--- src/rtl/mips_ex_pkg.sv ---
// Shared constants and types for the EX result stage: ALU op codes,
// HI/LO read selects, exception cause codes and the stage state enum.
package mips_ex_pkg;

    localparam int DATA_W = 32;
    localparam int REG_W  = 5;

    localparam logic [3:0] OP_ADD   = 4'b0010;
    localparam logic [3:0] OP_SUBU  = 4'b0011;
    localparam logic [3:0] OP_SSUB  = 4'b1011;
    localparam logic [3:0] OP_MULTU = 4'b1100;
    localparam logic [3:0] OP_DIVU  = 4'b1101;
    localparam logic [3:0] OP_MULT  = 4'b1110;
    localparam logic [3:0] OP_DIV   = 4'b1111;

    localparam logic [1:0] HILO_NONE = 2'b00;
    localparam logic [1:0] HILO_MFHI = 2'b01;
    localparam logic [1:0] HILO_MFLO = 2'b10;

    localparam logic [1:0] EXC_NONE = 2'b00;
    localparam logic [1:0] EXC_OVF  = 2'b01;
    localparam logic [1:0] EXC_DIV0 = 2'b10;

    typedef enum logic {
        ST_RUN = 1'b0,
        ST_EXC = 1'b1
    } state_t;

    // Multiply/divide ops occupy the top quarter of the op-code space.
    function automatic logic is_muldiv(input logic [3:0] op);
        return op[3:2] == 2'b11;
    endfunction

    function automatic logic is_div(input logic [3:0] op);
        return (op == OP_DIVU) || (op == OP_DIV);
    endfunction

    function automatic logic is_trap_arith(input logic [3:0] op);
        return (op == OP_ADD) || (op == OP_SUBU) || (op == OP_SSUB);
    endfunction

endpackage

--- src/rtl/hilo_regs.sv ---
// Architectural HI/LO register pair with a shared write enable and the
// MFHI/MFLO read mux (reads return the value held before this cycle's write).
module hilo_regs
    import mips_ex_pkg::*;
#(
    parameter int DATA_W = 32
) (
    input  logic              clk,
    input  logic              rst_n,
    input  logic              we,
    input  logic [DATA_W-1:0] wr_hi,
    input  logic [DATA_W-1:0] wr_lo,
    input  logic [1:0]        rd_sel,
    input  logic [DATA_W-1:0] rd_default,
    output logic [DATA_W-1:0] rd_data,
    output logic [DATA_W-1:0] hi,
    output logic [DATA_W-1:0] lo
);

    always_ff @(posedge clk or negedge rst_n) begin
        if (!rst_n) begin
            hi <= '0;
            lo <= '0;
        end else if (we) begin
            hi <= wr_hi;
            lo <= wr_lo;
        end
    end

    // The reserved select value falls through to the plain ALU result.
    always_comb begin
        rd_data = rd_default;
        case (rd_sel)
            HILO_MFHI: rd_data = hi;
            HILO_MFLO: rd_data = lo;
            default:   rd_data = rd_default;
        endcase
    end

endmodule

--- src/rtl/ex_result_stage.sv ---
// EX/MEM pipeline register behind the ALU: valid/ready handshake, HI/LO
// ownership, and overflow/divide-by-zero trapping with a held exception record.
module ex_result_stage
    import mips_ex_pkg::*;
#(
    parameter int DATA_W = 32,
    parameter int REG_W  = 5
) (
    input  logic              clk,
    input  logic              rst_n,
    input  logic              in_valid,
    output logic              in_ready,
    input  logic [DATA_W-1:0] alu_out1,
    input  logic [DATA_W-1:0] alu_out2,
    input  logic              alu_o,
    input  logic              alu_z,
    input  logic [3:0]        alu_ctrl,
    input  logic              trap_ovf,
    input  logic [1:0]        hilo_op,
    input  logic [REG_W-1:0]  dest_reg,
    input  logic              reg_write,
    input  logic [DATA_W-1:0] pc,
    output logic              out_valid,
    input  logic              out_ready,
    output logic [DATA_W-1:0] out_result,
    output logic              out_zero,
    output logic [REG_W-1:0]  out_dest,
    output logic              out_reg_write,
    output logic [DATA_W-1:0] hi,
    output logic [DATA_W-1:0] lo,
    output logic              flush,
    output logic              exc_valid,
    output logic [1:0]        exc_cause,
    output logic [DATA_W-1:0] exc_pc,
    input  logic              exc_ack
);

    state_t            state;
    state_t            state_next;
    logic              accept;
    logic              div0_exc;
    logic              ovf_exc;
    logic              fault_accept;
    logic              good_accept;
    logic              hilo_we;
    logic [DATA_W-1:0] result_mux;

    assign in_ready     = (state == ST_RUN) && (!out_valid || out_ready);
    assign accept       = in_valid && in_ready;
    assign div0_exc     = alu_o && is_div(alu_ctrl);
    assign ovf_exc      = trap_ovf && alu_o && is_trap_arith(alu_ctrl);
    assign fault_accept = accept && (div0_exc || ovf_exc);
    assign good_accept  = accept && !(div0_exc || ovf_exc);
    assign hilo_we      = good_accept && is_muldiv(alu_ctrl);

    hilo_regs #(
        .DATA_W(DATA_W)
    ) u_hilo (
        .clk       (clk),
        .rst_n     (rst_n),
        .we        (hilo_we),
        .wr_hi     (alu_out2),
        .wr_lo     (alu_out1),
        .rd_sel    (hilo_op),
        .rd_default(alu_out1),
        .rd_data   (result_mux),
        .hi        (hi),
        .lo        (lo)
    );

    always_ff @(posedge clk or negedge rst_n) begin
        if (!rst_n) begin
            state <= ST_RUN;
        end else begin
            state <= state_next;
        end
    end

    always_comb begin
        state_next = state;
        case (state)
            ST_RUN:  if (fault_accept) state_next = ST_EXC;
            ST_EXC:  if (exc_ack)      state_next = ST_RUN;
            default: state_next = ST_RUN;
        endcase
    end

    // A faulting instruction never enters EX/MEM; the held entry drains as usual.
    always_ff @(posedge clk or negedge rst_n) begin
        if (!rst_n) begin
            out_valid     <= 1'b0;
            out_result    <= '0;
            out_zero      <= 1'b0;
            out_dest      <= '0;
            out_reg_write <= 1'b0;
        end else if (good_accept) begin
            out_valid     <= 1'b1;
            out_result    <= result_mux;
            out_zero      <= alu_z;
            out_dest      <= dest_reg;
            out_reg_write <= reg_write && !is_muldiv(alu_ctrl);
        end else if (out_ready) begin
            out_valid     <= 1'b0;
        end
    end

    always_ff @(posedge clk or negedge rst_n) begin
        if (!rst_n) begin
            flush     <= 1'b0;
            exc_valid <= 1'b0;
            exc_cause <= EXC_NONE;
            exc_pc    <= '0;
        end else begin
            flush <= fault_accept;
            if (fault_accept) begin
                exc_valid <= 1'b1;
                exc_cause <= div0_exc ? EXC_DIV0 : EXC_OVF;
                exc_pc    <= pc;
            end else if ((state == ST_EXC) && exc_ack) begin
                exc_valid <= 1'b0;
            end
        end
    end

endmodule

--- config.mk ---
export PLATFORM = sky130hd
export DESIGN_NAME = ex_result_stage
export DESIGN_NICKNAME = d
export VERILOG_FILES = /design/src/rtl/mips_ex_pkg.sv /design/src/rtl/hilo_regs.sv /design/src/rtl/ex_result_stage.sv
export SDC_FILE = /design/constraint.sdc
export NUM_CORES = 1
export LEC_CHECK = 0
export ABC_AREA = 1
export ABC_CLOCK_PERIOD_IN_PS = 2050
export BUFFER_PORTS_ARGS = -buffer_cell sky130_fd_sc_hd__buf_2
export CAP_MARGIN = 20
export CORE_AREA = 2 2 115 117
export CTS_CLUSTER_SIZE = 10
export DETAILED_ROUTE_END_ITERATION = 16
export DIE_AREA = 0 0 117 119
export PLACE_DENSITY = 0.9
export RECOVER_POWER = 50
export SLEW_MARGIN = 5
export SYNTH_ARGS = -nofsm -noshare
export SYNTH_HDL_FRONTEND = slang
export SYNTH_SLANG_ARGS = --single-unit
export TNS_END_PERCENT = 50
--- constraint.sdc ---
create_clock -name clk -period 2.05 [get_ports clk]
set_input_delay 0.41 -clock clk [delete_from_list [all_inputs] [get_ports clk]]
set_output_delay 0.41 -clock clk [all_outputs]
set_load 0.02 [all_outputs]
# After elaboration in Yosys (flattened, before gate mapping)
# Cells that the tools add are included.
# totals
register_bits	141
inputBits	116
output_inout_bits	141
# classes
bitwise_logic	1
n_reduce_logical	20
mux	9
eq_ne	8
# ops
op	n
32-bit one-hot mux with 2 select lines	1
4-bit equality test, second input constant	3
1-bit logical AND	10
4-bit by 2-bit equality test with 1-bit output, second input constant	2
1-bit 2-to-1 mux	6
1-bit logical OR	5
2-bit equality test, second input constant	2
2-bit nonzero test	2
1-bit logical NOT	3
2-bit by 1-bit equality test with 1-bit output, second input constant	1
2-bit 2-to-1 mux	1
1-bit one-hot mux with 2 select lines	1
1-bit NOT	1

# Depth between registers and ports, before layout
# Gate-level depths: netlist (run 1).
# logic_depth
depth_word	8
ltp_mapped	9
mapped_depth_nobuf	8

# By module
# A second synthesis (run 1) with hierarchy kept.
# unflattened
cells_unflattened	831
hier_area_um2	6516.2
# by_module_without_submodules
module	cells_per_inst	instances	area_per_inst_um2	seq_area_each_um2
hilo_regs	480	1	3350.7	1601.5
ex_result_stage	351	1	3165.5	1926.8

# Worst setup path before layout (run 1)
# OpenSTA, ideal clock, no wires.
# synth_timing
kind	in2reg
start	in hilo_op[0]
end	reg out_result[0]
setup_time_ns	0.127
path_slack_ns	0.573
t_required_ns	1.923
stages	6
t_arrival_ns	1.350
path_cell_list	inv_1 -> ha_1 -> buf_2 -> buf_2 -> mux2i_1 -> o21ai_0
# synth_via
elab_chain_len	2
elab_cells_between_ends	3
# synth_rtl
item	line	source
start: declaration	ex_result_stage.sv:19	input logic [1:0] hilo_op,
2-bit equality test or 2-bit by 1-bit equality test with 1-bit output (tied branches)	hilo_regs.sv:33	case (rd_sel)
32-bit one-hot mux with 2 select lines *	hilo_regs.sv:33	
end signal: assignment	ex_result_stage.sv:98	out_result <= result_mux;
end: declaration	ex_result_stage.sv:25	output logic [DATA_W-1:0] out_result,
# Every way passes the cells marked *; elsewhere a longest branch is shown, timed or not.
# A chain may end at the register's enable or synchronous reset.

# Worst setup path in the final report (run 1)
# layout_timing
start	reg state
end	reg exc_cause[1]
# layout_via
elab_chain_len	4
# layout_rtl
item	line	source
start: declaration	ex_result_stage.sv:38	state_t state;
start signal: assignment	ex_result_stage.sv:75	state <= state_next;
1-bit NOT	-	
1-bit logical AND	ex_result_stage.sv:48	assign in_ready = (state == ST_RUN) && (!out_valid || out_ready);
1-bit logical AND	ex_result_stage.sv:49	assign accept = in_valid && in_ready;
1-bit logical AND	ex_result_stage.sv:52	assign fault_accept = accept && (div0_exc || ovf_exc);
end signal: assignment	ex_result_stage.sv:117	exc_cause <= div0_exc ? EXC_DIV0 : EXC_OVF;
end: declaration	ex_result_stage.sv:33	output logic [1:0] exc_cause,
# Every way passes these cells.

==> flow_metrics.py, run 1 <==
metrics = {
    "place": {
        "hpwl_um": 12390,
        "placedCellCount": 1129,
        "port_buffers": 256,
        "place_congestion": 0.8423,
    },
    "timing": {
        "slew_headroom_pct": 28.88,
        "finalClockSkew_ns": 0.006063,
        "tns_ns": 0,
        "setup_violations": 0,
        "worst_slew_pin_slew_ns": 1.067,
        "holdWs_ns": 0.1920,
        "rsz0062_at_grt": "false",
        "max_freq_mhz": 571.5,
        "finalCriticalPeriod_ns": 1.750,
        "maxSlewViolCount": 0,
        "hold_viol": 0,
        "fin_crit_sh_pct": 85.36,
    },
    "setup_path": {
        "slowest_stage": "clkbuf_2",
        "r2r-end": "exc_cause[1]",
        "reg2regPathDepth": 7,
        "crit_cells": 7,
        "crit_buf_inv": 2,
        "reg2reg_setup_slack_ns": 0.30,
        "cpMostUsedCell": "nand2_2",
        "worstSetupPathType": "reg -> reg",
        "start_kind": "flop",
        "crit_chain": "inv_1 -> nand2_2 -> nor2_4 -> nand2_2 -> clkbuf_2 -> nand2_1 -> o21ai_0",
        "crit_family": "buffers and inverters",
        "reg2reg_from": "state",
        "critPathArrivalTime_ns": 2.02,
        "startpoint": "state",
        "crit_path_end_kind": "flop",
        "cpPeakStageDelay_ns": 0.44,
        "cp_max_fo": 37,
        "required_ns": 2.32,
    },
    "final_layout": {
        "final_nets": 1091,
        "seq_area_um2": 3528,
        "fin_util_pct": 63.52,
        "fill_cells": 1078,
        "instances_no_fill": 1163,
        "drive_gt1_share_pct": 25.46,
        "multi_input_area_um2": 2379,
        "areaGrowthSynthToFinish_pct": 31.30,
    },
    "synthesis": {
        "yosysMostFrequentCell": "nand2_1",
        "postSynthAreaPerCell_um2": 8.603,
        "synth.area.top_cells": "dfrtp_1, nand2_1, nand3_1",
        "synth-edff-count": 0,
        "synth_flop_cell": "dfrtp_1",
        "async_flop_share_pct": 100.0,
        "synth_common_cells": "nand2_1, dfrtp_1, nand3_1",
        "yosysTopAreaCellShare_pct": 56.65,
        "ys_warn_count": 0,
        "synthDistinctLibCells": 19,
        "syn_nets": 842,
        "syn_area_um2": 6228,
        "synth_area_leader_cell": "dfrtp_1",
        "yosysSeqAreaShare_pct": 56.65,
        "syn_inst": 724,
        "synth_seq_cells": 141,
    },
    "run_status": {
        "status": "finished, final reports clean",
    },
    "global_routing": {
        "antenna_found_initial": 1,
        "grt_max_degree": 60,
        "grt_pass1_wl_um": 27860,
        "grt.overflow.total": 0,
        "grt_use_total_pct": 25.88,
        "grt_pass1_vias": 5633,
    },
    "cts": {
        "ctsLongestPathBuffers": 2,
        "cts_sinks": 141,
        "clkTransAtPathRegs_ns": 0.06,
        "htreeDepth": 4,
        "cts_tree": "yes",
        "worstSkewPairLatency_ns": 0.41,
        "cts_buffers": 17,
        "clockRootBuffer": "clkbuf_16",
    },
    "floorplanning": {
        "pin_count": 257,
        "core_um2": 12870,
        "start_util_pct": 48.38,
        "die_x_um": 117,
        "fp-row-count": 42,
        "die_y_um": 119,
        "fp.dieArea_um2": 13920,
    },
    "pwr": {
        "p_leak_nw": 4.583,
        "vdd_drop_max_mv": 0.6153,
        "cellPowerDensity_nw_per_um2": 1200,
    },
    "drt": {
        "dr_total_vias": 5862,
        "drt_iter0_drc": 528,
        "postRouteAntennaNets": 0,
        "dr.pass1.iters": 5,
        "wl_per_cell_um": 15.17,
        "wirelength_um": 17650,
        "drc_errors": 0,
        "viasPerCell": 5.040,
    },
    "hold_path": {
        "holdPathEnd": "exc_pc[27]",
        "min_from": "pc[27]",
        "hold_path.class": "in -> reg",
        "min_path_cells": 3,
    },
    "job": {
        "cap_violations": 0,
    },
}
## power breakdown
group / switching (mW) / internal, mW
clock network: 1.17 / 1.82
logic: 1.94 / 0.912
registers: 0.491 / 3.48
total: 3.60 / 6.21
## layout by cell type, fill, tap and decap left out, types with 7 or more instances in the layout
cell       count
buf_12         7
buf_2        187
buf_4          9
clkbuf_1      68
clkbuf_16     17
dfrtp_1      141
inv_1          8
mux2i_1       32
nand2_1      383
nand3_1       65
o21ai_0       20
o21ai_1       15
## what timing repair did
action | in CTS | in global routing
hold buffers | 1 | 0
endpoints found under the hold margin | 37 | 0
resized for setup | 0 | 0
setup buffers | 0 | 0
## how the worst max path moves through the flow
stage / end
2_1_floorplan: out_result[0]
3_3_place_gp: out_result[30]
3_5_place_dp: exc_pc[10]
4_1_cts: u_hilo.lo[25]
5_1_grt: exc_cause[1]
6_report: exc_cause[1]
## metal layers
| metal | share of wire (%) | track usage (%) | routed length (µm) | vias to the layer above |
|---|---|---|---|---|
| li1 | - | - | - | 2786 |
| met1 | 41 | 32.84 | 7316 | 2770 |
| met2 | 49 | 42.30 | 8571 | 277 |
| met3 | 8.1 | 7.226 | 1422 | 29 |
| met4 | 1.9 | 9.118 | 337 | 0 |
| met5 | 0 | 0 | 0 | - |
## cell families (layout without fill, tap and decap cells)
group | after synthesis | count (layout) | synth area share, %
AO/OA/AOI/OAI | 35 | 35 | 2.812
adder cells (fa/ha/maj) | 2 | 2 | 0.4017
buffers and inverters | 56 | 318 | 5.344
flip-flops | 141 | 141 | 56.65
multiplexers | 32 | 32 | 5.143
other | 0 | 1 | 0
AND/OR/NAND/NOR | 458 | 458 | 29.65
## tightest hold or removal path, delay by kind of cell
family	cells	cell delay, ns
simple gates	2	0.08
buf+inv	1	0.07
## sequential cells by signal, summed over array words and instances, names as in the netlist
name,count
out_zero,1
out_dest,5
u_hilo.hi,32
out_reg_write,1
flush,1
out_result,32
exc_pc,32
state,1
exc_valid,1
exc_cause,2
u_hilo.lo,32
out_valid,1
## metrics by stage
stage	total power, mW	setup WS, ns	instance area, µm²
after detailed placement	6.940	0.2725	7675
final	9.813	0.3002	8178
after global placement	6.841	0.3579	7675
after global routing	10.39	0.1914	8178
after CTS	9.965	0.3800	8269
after floorplan	5.705	0.5728	6228
## final cells by class
type / instances / area share [%]
Antenna cell: 1 / 0.03060
Clock buffer: 18 / 5.370
Clock inverter: 14 / 1.775
Inverter: 12 / 0.5508
Multi-Input combinational cell: 527 / 29.09
Sequential cell: 141 / 43.15
Tap cell: 176 / 2.693
Timing Repair Buffer: 274 / 17.35
No activity file was read; power rests on OpenSTA's default activity.
==> run 2: changes to the inputs <==
--- a/config.mk
+++ b/config.mk
@@ -10,6 +10,7 @@
 export BUFFER_PORTS_ARGS = -buffer_cell sky130_fd_sc_hd__buf_2
 export CAP_MARGIN = 20
 export CORE_AREA = 2 2 115 117
+export CTS_BUF_LIST = sky130_fd_sc_hd__clkbuf_4 sky130_fd_sc_hd__clkbuf_8
 export CTS_CLUSTER_SIZE = 10
 export DETAILED_ROUTE_END_ITERATION = 16
 export DIE_AREA = 0 0 117 119
==> flow_metrics.py, run 2 (same netlist as run 1, synthesis figures left out) <==
metrics = {
    "setup_path": {
        "crit_buf_inv": 2,
        "start_kind": "flop",
        "required_ns": 2.35,
        "cpPeakStageDelay_ns": 0.44,
        "critPathArrivalTime_ns": 2.05,
        "cpMostUsedCell": "nand2_2",
        "reg2reg_from": "state",
        "crit_family": "buffers and inverters",
        "reg2regPathDepth": 7,
        "crit_cells": 7,
        "r2r-end": "exc_cause[1]",
        "startpoint": "state",
        "slowest_stage": "clkbuf_2",
        "crit_end": "exc_cause[1]",
        "reg2reg_setup_slack_ns": 0.30,
        "cp_max_fo": 37,
        "crit_chain": "inv_1 -> nand2_2 -> nor2_4 -> nand2_2 -> clkbuf_2 -> nand2_1 -> o21ai_0",
        "worstSetupPathType": "reg -> reg",
        "crit_path_end_kind": "flop",
    },
    "drt": {
        "viasPerCell": 5.041,
        "dr_total_vias": 5863,
        "postRouteAntennaNets": 0,
        "wirelength_um": 17820,
        "wl_per_cell_um": 15.32,
        "dr.pass1.iters": 5,
        "drt_iter0_drc": 496,
        "drc_errors": 0,
    },
    "timing": {
        "max_freq_mhz": 570.6,
        "maxSlewViolCount": 0,
        "holdWs_ns": 0.1649,
        "tns_ns": 0,
        "finalClockSkew_ns": 0.005739,
        "setup_violations": 0,
        "setup_slack_ns": 0.2976,
        "slew_headroom_pct": 31.47,
        "rsz0062_at_grt": "false",
        "worst_slew_pin_slew_ns": 1.028,
        "fin_crit_sh_pct": 85.49,
        "finalCriticalPeriod_ns": 1.752,
        "hold_viol": 0,
    },
    "place": {
        "place_congestion": 0.8423,
        "placedCellCount": 1129,
        "port_buffers": 256,
        "dpl_cell_area_um2": 7675,
        "hpwl_um": 12390,
        "dp_slack_ns": 0.2725,
    },
    "cts": {
        "ctsLongestPathBuffers": 2,
        "htreeDepth": 4,
        "cts_tree": "yes",
        "clkTransAtPathRegs_ns": 0.08,
        "cts_sinks": 141,
        "cts_buffers": 17,
        "clockRootBuffer": "clkbuf_8",
        "postCtsSetupBuffers": 0,
        "worstSkewPairLatency_ns": 0.44,
    },
    "final_layout": {
        "instances_no_fill": 1163,
        "fin_area_um2": 7978,
        "areaGrowthSynthToFinish_pct": 28.08,
        "mostFrequentLayoutCell": "nand2_1",
        "final_nets": 1091,
        "fill_cells": 1115,
        "fin_util_pct": 61.96,
        "drive_gt1_share_pct": 25.46,
        "final_cell_mix": "nand2_1, buf_2, dfrtp_1",
    },
    "floorplanning": {
        "fp-row-count": 42,
        "die_x_um": 117,
        "pin_count": 257,
        "fp.dieArea_um2": 13920,
        "start_util_pct": 48.38,
        "core_um2": 12870,
        "die_y_um": 119,
    },
    "global_routing": {
        "antenna_found_initial": 1,
        "grt_pass1_vias": 5663,
        "grt_max_degree": 60,
        "grt_use_total_pct": 26.09,
        "grt.overflow.total": 0,
        "grt_pass1_wl_um": 28010,
    },
    "pwr": {
        "p_seq_share_pct": 44.0,
        "vdd_drop_max_mv": 0.6763,
        "power.switching_mw": 3.519,
        "cellPowerDensity_nw_per_um2": 1129,
        "power_mw": 9.011,
        "pwr-share-comb_pct": 31.6,
        "swShare_pct": 39.05,
        "p_int_mw": 5.492,
        "p_leak_nw": 4.493,
        "pwr-share-clk_pct": 24.3,
    },
    "job": {
        "cap_violations": 0,
    },
    "run_status": {
        "status": "finished, final reports clean",
    },
    "hold_path": {
        "hold_path.class": "in -> reg",
    },
}
==> run 2: cell counts in the layout (fill, tap and decap cells not counted) <==
Identical to the previous run, type by type.
==> run 2: power groups by stage <==
stage          clock network [mW]  registers (mW)  logic [mW]
3_5_place_dp                    0            3.98        2.96
6_report                     2.19            3.97        2.85
3_3_place_gp                    0            3.96        2.88
5_1_grt                      2.38            4.05        3.13
2_1_floorplan                   0            4.80       0.905
4_1_cts                      2.24            3.94        2.97
==> run 2: metal layers <==
| layer | up-vias | part of all wire, % | global-route usage (%) |
|---|---|---|---|
| met5 | - | 0 | 0 |
| met4 | 0 | 2.1 | 9.853 |
| met3 | 25 | 8.6 | 7.226 |
| met2 | 297 | 49 | 42.63 |
| met1 | 2755 | 40 | 32.84 |
| li1 | 2786 | - | - |
==> run 2: worst reg2reg max path, delay by kind of cell (launching register included) <==
kind | cells | cell delay [ns]
simple gates | 4 | 0.58
compound gates | 1 | 0.10
flops | 1 | 0.38
buf+inv | 2 | 0.57
==> run 2: worst min path at each step <==
stage           start            to  slack [ns]  cells after the start
3_3_place_gp    rst_n   out_dest[4]        0.34                      1
3_5_place_dp    rst_n   out_dest[4]        0.35                      1
6_report       pc[27]    exc_pc[27]        0.16                      3
5_1_grt        pc[27]    exc_pc[27]        0.15                      3
2_1_floorplan   rst_n  exc_cause[0]        0.11                      0
4_1_cts         pc[5]     exc_pc[5]        0.13                      3
==> run 2: repair_timing <==
action,in CTS,in global routing
hold endpoints to repair,37,0
hold buffers,1,0
gates resized for setup,0,0
==> run 2: cell type report <==
class / count / area (µm²) / share of cell area, %
Clock buffer: 18 / 247.7 / 3.105
Sequential cell: 141 / 3528 / 44.23
Timing Repair Buffer: 274 / 1410 / 17.68
Inverter: 12 / 45.04 / 0.5646
Clock inverter: 14 / 145.1 / 1.819
Tap cell: 176 / 220.2 / 2.760
Antenna cell: 1 / 2.502 / 0.03137
Multi-Input combinational cell: 527 / 2379 / 29.81
==> run 3: changes to the inputs <==
--- a/config.mk
+++ b/config.mk
@@ -5,16 +5,16 @@
 export SDC_FILE = /design/constraint.sdc
 export NUM_CORES = 1
 export LEC_CHECK = 0
-export ABC_AREA = 1
 export ABC_CLOCK_PERIOD_IN_PS = 2050
 export BUFFER_PORTS_ARGS = -buffer_cell sky130_fd_sc_hd__buf_2
 export CAP_MARGIN = 20
-export CORE_AREA = 2 2 115 117
+export CORE_AREA = 2 2 112 114
 export CTS_BUF_LIST = sky130_fd_sc_hd__clkbuf_4 sky130_fd_sc_hd__clkbuf_8
 export CTS_CLUSTER_SIZE = 10
 export DETAILED_ROUTE_END_ITERATION = 16
-export DIE_AREA = 0 0 117 119
-export PLACE_DENSITY = 0.9
+export DIE_AREA = 0 0 114 116
+export GPL_ROUTABILITY_DRIVEN = 0
+export PLACE_DENSITY = 0.91
 export RECOVER_POWER = 50
 export SLEW_MARGIN = 5
 export SYNTH_ARGS = -nofsm -noshare
==> flow_metrics.py, run 3 <==
metrics = {
    "cts": {
        "ctsLongestPathBuffers": 2,
        "cts_resized": 0,
        "hold_buffers": 1,
        "clockRootBuffer": "clkbuf_8",
        "cts_tree": "yes",
        "cts_buffers": 17,
        "cts_sinks": 141,
        "clkTransAtPathRegs_ns": 0.07,
        "worstSkewPairLatency_ns": 0.42,
        "postCtsSetupBuffers": 0,
        "htreeDepth": 4,
    },
    "timing": {
        "worst_slew_pin_slew_ns": 1.243,
        "maxSlewViolCount": 0,
        "max_freq_mhz": 529.4,
        "finalClockSkew_ns": 0.01140,
        "setup_violations": 0,
        "fin_crit_sh_pct": 92.14,
        "slew_headroom_pct": 17.14,
        "hold_viol": 0,
        "tns_ns": 0,
        "finalCriticalPeriod_ns": 1.889,
        "rsz0062_at_grt": "false",
    },
    "floorplanning": {
        "pin_count": 257,
        "core_um2": 11910,
        "fp-row-count": 40,
        "die_x_um": 114,
        "start_util_pct": 49.65,
        "die_y_um": 116,
        "fp.dieArea_um2": 13220,
    },
    "hold_path": {
        "hold_path.class": "in -> reg",
    },
    "synthesis": {
        "yosysTopAreaCellShare_pct": 59.66,
        "yosysMostFrequentCell": "dfrtp_1",
        "syn_inst": 465,
        "synth_seq_cells": 141,
        "yosysSeqAreaShare_pct": 59.66,
        "syn_nets": 583,
        "synth_area_leader_cell": "dfrtp_1",
        "synth-edff-count": 0,
        "synth.area.top_cells": "dfrtp_1, mux2_2, o21ai_0",
        "synth.area.mux_share_pct": 19.42,
        "synth_top_family_by_area": "multiplexers",
        "syn_area_um2": 5914,
        "async_flop_share_pct": 100.0,
        "yosys.area_share.adder_pct": 0.4231,
        "ys_warn_count": 0,
        "synthDistinctLibCells": 29,
        "synth_common_cells": "dfrtp_1, mux2_2, o21ai_0",
        "synth_xor_area_share_pct": 0,
        "yosys.area_share.simple_pct": 3.364,
        "synth-compound-area-share_pct": 13.58,
        "synth_flop_cell": "dfrtp_1",
        "postSynthAreaPerCell_um2": 12.72,
    },
    "setup_path": {
        "start_kind": "flop",
        "worstSetupPathType": "reg -> reg",
        "cp_max_fo": 21,
        "critPathArrivalTime_ns": 2.19,
        "required_ns": 2.36,
        "crit_path_end_kind": "flop",
    },
    "run_status": {
        "status": "finished, final reports clean",
    },
    "drt": {
        "wl_per_cell_um": 17.86,
        "dr_total_vias": 4794,
        "drt_iter0_drc": 285,
        "viasPerCell": 5.435,
        "postRouteAntennaNets": 0,
        "dr.pass1.iters": 5,
        "wirelength_um": 15750,
        "drc_errors": 0,
    },
    "final_layout": {
        "fin_util_pct": 64.92,
        "mostFrequentLayoutCell": "buf_2",
        "final_nets": 841,
        "final_cell_mix": "buf_2, dfrtp_1, mux2_2",
        "n_antenna_cell": 0,
        "drive_gt1_share_pct": 42.59,
        "areaGrowthSynthToFinish_pct": 30.74,
    },
    "pwr": {
        "vdd_drop_max_mv": 0.7102,
        "cellPowerDensity_nw_per_um2": 1195,
        "p_leak_nw": 3.632,
    },
    "global_routing": {
        "grt_use_total_pct": 24.17,
        "grt.overflow.total": 0,
        "grt_pass1_wl_um": 24680,
        "grt_pass1_vias": 4996,
        "antenna_found_initial": 0,
        "grt_max_degree": 65,
    },
    "place": {
        "port_buffers": 256,
        "hpwl_um": 11350,
    },
    "job": {
        "cap_violations": 0,
    },
}
run 3: cell types whose count changed in the layout (fill, tap and decap cells not counted), moves of 4 or more:
cell     change
nand2_1    -378
mux2_2      +77
nand3_1     -64
o21ai_0     +44
a21oi_1     +33
a22oi_1     +32
mux2i_1     -32
nor2_1      +32
mux2_1      +25
o21ai_1     -15
inv_2        -4
nand2_2      -4
run 3: cell families after synthesis:
kind of cell / count (synthesis)
simple gates: 46
fa+ha+maj: 2
buf+inv: 38
mux: 102
flops: 141
compound gates: 136
run 3: path summary, 6_finish.rpt:
path	startpoint	slack, ns	end	depth (start not counted)
setup / recovery	out_valid	0.16	exc_pc[24]	5
hold / removal	pc[28]	0.20	exc_pc[28]	2
setup reg to reg	out_valid	0.16	exc_pc[24]	5
hold reg to reg	exc_pc[18]	0.49	exc_pc[18]	1
max in group asynchronous	rst_n	0.30	u_hilo.hi[26]	3
min in group asynchronous	rst_n	0.79	out_result[5]	2
run 3: layout make-up:
type / instances / area, µm²
clock buffer: 20 / 275.3
clock inverter: 11 / 116.4
fill: 959 / 4179
inverter: 5 / 18.77
multi-input combinational: 286 / 2190
sequential: 141 / 3528
tap: 147 / 183.9
timing repair buffer: 272 / 1420
run 3: metrics by stage:
stage | total power, mW | setup WS, ns | hold slack [ns] | instance area [µm²] | std cells
after CTS | 9.398 | 0.1620 | 0.1633 | 7835 | 882
after global placement | 7.066 | 0.08971 | 0.3816 | 7433 | 850
final | 9.237 | 0.1612 | 0.1962 | 7732 | 882
after detailed placement | 7.222 | 0.03719 | 0.3815 | 7433 | 850
after floorplan | 5.875 | 0.1807 | 0.1144 | 5914 | 465
after global routing | 9.740 | 0.06996 | 0.1650 | 7732 | 882
run 3: worst max-delay path, stage by stage, from the launching register on:
cell,delay [ns]
dfrtp_1,0.39
nor2b_1,0.16
nor3b_2,0.35
and2_1,0.32
buf_12,0.20
mux2_1,0.34
run 3: power breakdown:
part / internal, mW / leakage, nW / switching [mW]
Sequential: 3.55 / 1.72 / 0.500
Clock: 1.16 / 0.197 / 1.01
Combinational: 1.11 / 1.72 / 1.90
run 3: per-layer routing:
metal	track usage, %	wire length (µm)	vias to the layer above
met3	8.264	1203	20
met5	0	0	-
met2	42.38	8259	222
met4	9.512	217	0
met1	27.31	6072	2364
li1	-	-	2188
